--- src/rtl/fixed_normalizer_if.sv ---
// fixed_normalizer_if: sample-in / normalized-result-out bundle for fixed_normalizer.
interface fixed_normalizer_if #(
   parameter int IWIDTH = 6
);
   localparam int SWIDTH = (IWIDTH > 2) ? $clog2(IWIDTH) : 1;
   logic              clkena;
   logic              i_signed;
   logic [IWIDTH-1:0] i_data;
   logic              o_signed;
   logic [IWIDTH-1:0] o_data;
   logic [SWIDTH-1:0] o_shift;
   logic              o_zero;
   modport master (output clkena, i_signed, i_data, input o_signed, o_data, o_shift, o_zero);
   modport slave  (input clkena, i_signed, i_data, output o_signed, o_data, o_shift, o_zero);
endinterface

--- src/rtl/fixed_normalizer.sv ---
// fixed_normalizer: left-normalizes a signed/unsigned fixed-point word and reports the shift,
// with a PIPELINE-deep clkena-qualified register chain on the result.
module fixed_normalizer #(
   parameter int IWIDTH   = 6,
   parameter int PIPELINE = 2
) (
   input logic               clk,
   input logic               reset,
   fixed_normalizer_if.slave nif
);
   localparam int SWIDTH = (IWIDTH > 2) ? $clog2(IWIDTH) : 1;
   localparam int W      = IWIDTH + SWIDTH + 2;

   logic [IWIDTH-1:0] v;
   logic [SWIDTH-1:0] sh;
   logic              zero;
   logic [W-1:0]      res;
   logic [W-1:0]      out;

   // Signed words are reduced to a leading-zero count on the sign-xored tail; the forced
   // LSB caps the count at IWIDTH-1 for all-sign-bit inputs such as -1.
   always_comb begin
      v = nif.i_signed ? {nif.i_data[IWIDTH-2:0] ^ {(IWIDTH-1){nif.i_data[IWIDTH-1]}}, 1'b1}
                       : nif.i_data;
      sh = '0;
      for (int i = 0; i < IWIDTH; i++) if (v[i]) sh = SWIDTH'(IWIDTH - 1 - i);
      zero = nif.i_data == '0;
      res = zero ? {nif.i_signed, 1'b1, {(IWIDTH + SWIDTH){1'b0}}}
                 : {nif.i_signed, 1'b0, nif.i_data << sh, sh};
   end

   if (PIPELINE == 0) begin : g_comb
      assign out = res;
   end else begin : g_pipe
      logic [W-1:0] pipe_q [PIPELINE];
      logic [W-1:0] pipe_d [PIPELINE];
      always_comb begin
         pipe_d[0] = nif.clkena ? res : pipe_q[0];
         for (int k = 1; k < PIPELINE; k++) pipe_d[k] = nif.clkena ? pipe_q[k-1] : pipe_q[k];
      end
      always_ff @(posedge clk or posedge reset)
         if (reset) pipe_q <= '{default: '0};
         else pipe_q <= pipe_d;
      assign out = pipe_q[PIPELINE-1];
   end

   assign {nif.o_signed, nif.o_zero, nif.o_data, nif.o_shift} = out;
endmodule

--- src/flat_wrapper.sv ---
// flat-port wrapper written by rule: the top's interface ports become plain ports
module fixed_normalizer_flat 
#(
   parameter int IWIDTH   = 6,
   parameter int PIPELINE = 2
)
  (clk, reset, nif_clkena, nif_i_signed, nif_i_data, nif_o_signed, nif_o_data, nif_o_shift, nif_o_zero);
  fixed_normalizer_if #(.IWIDTH(IWIDTH)) nif_i ();
  input logic clk;
  input logic reset;
  input wire logic [$bits(nif_i.clkena)-1:0] nif_clkena;
  input wire logic [$bits(nif_i.i_signed)-1:0] nif_i_signed;
  input wire logic [$bits(nif_i.i_data)-1:0] nif_i_data;
  output wire logic [$bits(nif_i.o_signed)-1:0] nif_o_signed;
  output wire logic [$bits(nif_i.o_data)-1:0] nif_o_data;
  output wire logic [$bits(nif_i.o_shift)-1:0] nif_o_shift;
  output wire logic [$bits(nif_i.o_zero)-1:0] nif_o_zero;
  assign nif_i.clkena = nif_clkena;
  assign nif_i.i_signed = nif_i_signed;
  assign nif_i.i_data = nif_i_data;
  assign nif_o_signed = nif_i.o_signed;
  assign nif_o_data = nif_i.o_data;
  assign nif_o_shift = nif_i.o_shift;
  assign nif_o_zero = nif_i.o_zero;
  fixed_normalizer #(.IWIDTH(IWIDTH), .PIPELINE(PIPELINE)) u_core (.clk(clk), .reset(reset), .nif(nif_i));
endmodule
--- config.mk ---
export PLATFORM = sky130hd
export DESIGN_NAME = fixed_normalizer_flat
export DESIGN_NICKNAME = d
export VERILOG_FILES = /design/src/rtl/fixed_normalizer_if.sv /design/src/rtl/fixed_normalizer.sv /design/src/flat_wrapper.sv
export SDC_FILE = /design/constraint.sdc
export NUM_CORES = 1
export LEC_CHECK = 0
export CORE_MARGIN = 5
export CORE_UTILIZATION = 55
export DETAILED_ROUTE_END_ITERATION = 7
export GPL_TIMING_DRIVEN = 0
export PLACE_DENSITY = 0.84
export SYNTH_ARGS = -nofsm -noshare
export SYNTH_HDL_FRONTEND = slang
export SYNTH_SLANG_ARGS = --single-unit
--- constraint.sdc ---
create_clock -name clk -period 1.5 [get_ports clk]
set_input_delay 0.375 -clock clk [delete_from_list [all_inputs] [get_ports clk]]
set_output_delay 0.375 -clock clk [all_outputs]
set_load 0.02 [all_outputs]
== After elaboration in Yosys (flattened, before gate mapping) ==
Index checks and enable logic that the tools add are counted.
W data, S select, Z words.

* Register bits: 22
* Word-level logic and storage cells: 13

* Bitwise gates (word level): 1
* Shifts and indexed selects: 1
* Mux-type cells: 8
* Reductions and logical operators: 1

{| class="wikitable"
|+ Operator list
! kind !! count
|-
| $mux W3 || 6
|-
| $mux W10 || 1
|-
| $logic_not A6 Y1 || 1
|-
| $mux W6 || 1
|-
| $shl A6 B3 Y6 || 1
|-
| $xor A5 B5 Y5 || 1
|}

== Longest topological paths before layout ==
* Word-level depth: 10
* Gate-level depth with buffers: 9
* Depth with buffers taken out: 8

== Worst setup path after synthesis ==
OpenSTA, ideal clock, no wires.

* Path type: input-to-reg
* From: input port nif_i_data[5]
* To: register u_core.g_pipe.pipe_q[19] (netlist name)
* Setup slack: -587 ps
* Data required time: 1361 ps
* Stages on the path: 9
* Path buffers: 1
* Library setup time: 139 ps
* Arrival time: 1949 ps
* Path through: buf_6 > inv_1 > ha_1 > nand2b_1 > a2bb2oi_1 > nor3_2 > mux2_1 > mux2i_1 > o221ai_1

* Word-level cells in the longest chain between the ends: 9
* Elaborated cells on any way between the ends: 10
* Those cells by class: 1 x shift; 7 x mux; 1 x bitwise; 1 x reduce/logical

{| class="wikitable"
|+ RTL lines
! element !! line !! source
|-
| from (decl) || flat_wrapper.sv:13 || <nowiki>input wire logic [$bits(nif_i.i_data)-1:0] nif_i_data;</nowiki>
|-
| $xor A5 B5 Y5 || fixed_normalizer.sv:23 || <nowiki>v = nif.i_signed ? {nif.i_data[IWIDTH-2:0] ^ {(IWIDTH-1){nif.i_data[IWIDTH-1]}}, 1'b1}</nowiki>
|-
| $mux W6 || fixed_normalizer.sv:23 ||
|-
| $mux W3 (5 in a row) || fixed_normalizer.sv:26 || <nowiki>for (int i = 0; i < IWIDTH; i++) if (v[i]) sh = SWIDTH'(IWIDTH - 1 - i);</nowiki>
|-
| $shl A6 B3 Y6 || fixed_normalizer.sv:29 || <nowiki>: {nif.i_signed, 1'b0, nif.i_data << sh, sh};</nowiki>
|-
| $mux W10 (*) || fixed_normalizer.sv:28 || <nowiki>res = zero ? {nif.i_signed, 1'b1, {(IWIDTH + SWIDTH){1'b0}}}</nowiki>
|-
| to (signal assigned) || fixed_normalizer.sv:43 || <nowiki>else pipe_q <= pipe_d;</nowiki>
|-
| to (decl) || fixed_normalizer.sv:35 || <nowiki>logic [W-1:0] pipe_q [PIPELINE];</nowiki>
|}

Every way passes the cells marked *; elsewhere a longest branch is shown, timed or not.
A chain may end at the register's enable or synchronous reset.

== Worst setup path in the final report ==
* From: input port nif_i_data[4]
* To: register u_core.g_pipe.pipe_q[19] (netlist name)

* Word-level cells in the longest chain between the ends: 5
* Elaborated cells on any way between the ends: 7
* Those cells by class: 1 x shift; 4 x mux; 1 x bitwise; 1 x reduce/logical

{| class="wikitable"
|+ RTL lines
! element !! line
|-
| $mux W6 or $xor A5 B5 Y5 (tied branches) || fixed_normalizer.sv:23
|-
| $mux W3 or $mux W6 (tied branches) || fixed_normalizer.sv:26, fixed_normalizer.sv:23
|-
| $mux W3 || fixed_normalizer.sv:26
|-
| $shl A6 B3 Y6 || fixed_normalizer.sv:29
|-
| $mux W10 (*) || fixed_normalizer.sv:28
|}

Marks and branches as above.

==> results.txt <==
FF-to-FF Start - u_core.g_pipe.pipe_q[18]$_DFFE_PP0P_
final wirelength - 2700 um
post-synthesis cell area - 1290 sq um
Hold Path Class - primary input to flop
multiplexer area fraction after synthesis - 16.0%
Hold Fails Final Rpt - 0
root buf cell - clkbuf_4
pins over their slew limit - 0
GRT busiest layer - met2
Synth Area in Compound Gates - 14.9%
Setup TNS Final - -1.20 ns
Initial Util - 57.9%
commonest cells in the netlist - 22 x dfrtp_1, 12 x mux2_2, 11 x buf_4, 9 x nand2_1, 7 x inv_1
critical path cell sequence - buf_8 -> clkinvlp_4 -> ha_4 -> nand2b_4 -> a2bb2oi_4 -> nor3_4 -> mux2_4 -> mux2i_2 -> o221ai_2
vias per inst - 5.80
post-synthesis xor/xnor area fraction - 0.677%
cell accounting for the most synthesized area - dfrtp_1
TritonCTS buffer count - 3
core area - 2230 sq um
Die Span Y - 58.5 um
Final WS setup - -0.292 ns
most frequent cell after synthesis - dfrtp_1
Layout Nets - 154
port bufs - 15
Yosys top cell area share - 42.6%
vias in the first global route - 1032
Static Leakage - 0.000756 uW
simple-gate share of the synthesized area - 12.7%
crit path max fanout - 4
failing checks - negative setup slack
Die Wd - 58.5 um
status - complete, but fails checks
RSZ-0062 raised after global routing - yes
Final Util - 73.2%
number of buffers and inverters on the critical path - 2
final routed DRC violation total - 0
drt wl/cell - 16.0 um
Rows - 17
Clock Path Buffers - 2
clk_skew - 0.00185 ns
Synth Area in Adders - 0.967%
drt first pass iters - 4
Critical Path RT - 1.69 ns
family with the most delay on the worst path - multiplexers
Max Cap Violations - 0
Crit path largest cell delay - 0.33 ns
clk_lat worst skew - 0.30 ns
CTS tree - done
HPWL Detailed - 1950 um
min cycle time layout - 1.79 ns
worst hold start - nif_clkena
critical path capture point type - flop
CP max-delay cell - mux2_4
clk slew on worst S/H paths - 0.11 ns
number of synthesized flops with an enable pin - 0
top_reg_cell synth - dfrtp_1
Area contributors post-synth - dfrtp_1 43%, mux2_2 10%, buf_4 6.4%, mux2i_1 4.6%, buf_6 3.5%
post-synthesis cell type count - 38
share of layout cells above drive strength 1 - 51.1%
Achievable Freq - 558 MHz
area growth from synthesis to layout - 26.3%
total global-route track usage - 18.0%
DR iter-0 viols - 22
met2 usage in global routing - 30.8%
Rel. slew slack - 46.6%
Cell Pwr Density - 919 nW/um^2
register area share after synthesis - 42.6%
CTS sink count - 22
CP startpoint - nif_i_data[4]
Max IR drop VDD - 0.671 mV
Tightest Pin Transition - 0.801 ns
crit path kind - primary input to flop
CP Launch Type - primary input
initial antenna violation count - 0
# diodes - 0
first-pass GRT wire length - 4770 um
Async SR Flop Fraction - 100%
cells after synthesis - 118
largest net degree at the start of global routing - 23
Via Count - 981
met1 GRT Util - 22.4%
Max H-tree Level - 1
Routed Antenna Nets - 0
Synth Net Count - 129
Post-Syn Area per Cell - 11.0 sq um
final setup vio count - 6
hold slack - 0.375 ns
Die Area - 3420 sq um
IO Pins - 21
GR Util met3 - 1.32%
largest family of logic cells by synthesized area - multiplexers
Yosys warnings - 0
#FFs+latches synth - 22
gpl congestion - 0.869
Final Cycle Share - 119%
total global routing overflow - 0
CP Data Arrival Time - 1.98 ns
## cell families after synthesis
group / count (synthesis)
AOI/OAI and AO/OA: 23
and+or+nand+nor: 29
buffers and inverters: 23
adders and majority gates: 1
muxes: 19
xor gates and xnor gates: 1
DFF: 22
## layout by cell type (no fill, tap or decap), types with 2 or more instances in the layout
cell type,Yosys,routed
or3_4,2,2
o2bb2ai_2,0,2
buf_6,4,4
mux2_2,12,12
a22o_1,2,2
clkbuf_2,0,10
o2bb2ai_1,4,2
clkbuf_4,0,3
inv_1,7,5
buf_4,11,15
a21oi_1,2,2
nor2_1,4,3
o31ai_2,0,2
dlygate4sd2_1,0,2
nand2b_4,0,3
nand2_1,9,9
mux2i_1,6,4
dfrtp_1,22,22
## final timing paths
| path | to | slack (ns) | depth (start not counted) |
|---|---|---|---|
| worst min register to register | u_core.g_pipe.pipe_q[13]$_DFFE_PP0P_ | 0.50 | 1 |
| worst max-delay path | u_core.g_pipe.pipe_q[19]$_DFFE_PP0P_ | -0.29 | 9 |
| max in group asynchronous | u_core.out[8]$_DFFE_PP0P_ | 0.49 | 2 |
| worst max register to register | u_core.g_pipe.pipe_q[18]$_DFFE_PP0P_ | 0.68 | 2 |
| min in group asynchronous | u_core.out[2]$_DFFE_PP0P_ | 0.51 | 2 |
| worst min-delay path | u_core.out[8]$_DFFE_PP0P_ | 0.38 | 2 |
## stage by stage
stage / area, sq um / power (uW) / cells / worst slack [ns]
2_1_floorplan: 1360 / 1080 / 118 / -0.471
3_3_place_gp: 1550 / 1230 / 161 / -1.21
3_5_place_dp: 1550 / 1250 / 161 / -1.29
4_1_cts: 1650 / 1510 / 168 / -0.267
5_1_grt: 1630 / 1590 / 169 / -0.323
6_report: 1630 / 1500 / 169 / -0.292
## area by class of cell
type                    instances  area, sq um
flip-flops and latches         22          551
well taps                      28         35.0
plain buffers                  16          145
repair buffers                 20          140
fillers                       152          599
multi-input cells              73          708
inverters                       7         32.5
clock buffers                   3         22.5
## sequential cells by signal (all words and copies together) (netlist names)
| register | cells |
|---|---|
| u_core.g_pipe.pipe_q | 11 |
| u_core.out | 11 |
## per-layer routing
layer | up-vias | part of all wire [%] | wire length, um
met5 | - | 0 | 0
met4 | 0 | 2.5 | 68
met3 | 7 | 4.7 | 126
met2 | 34 | 50 | 1350
met1 | 484 | 43 | 1150
li1 | 456 | - | -
## report_power, final
part           switching [uW]  internal, uW
Sequential               42.9           677
Clock                     169          93.9
Combinational             252           268
## timing repair
item / CTS / global route
gates resized for setup: 40 / 17
pin swaps: 7 / 4
endpoints found under the setup margin: 21 / 15
endpoints found under the hold margin: 0 / 0
hold buffers: 0 / 0
buffers inserted: 4 / 1
No activity file was read; power rests on OpenSTA's default activity.
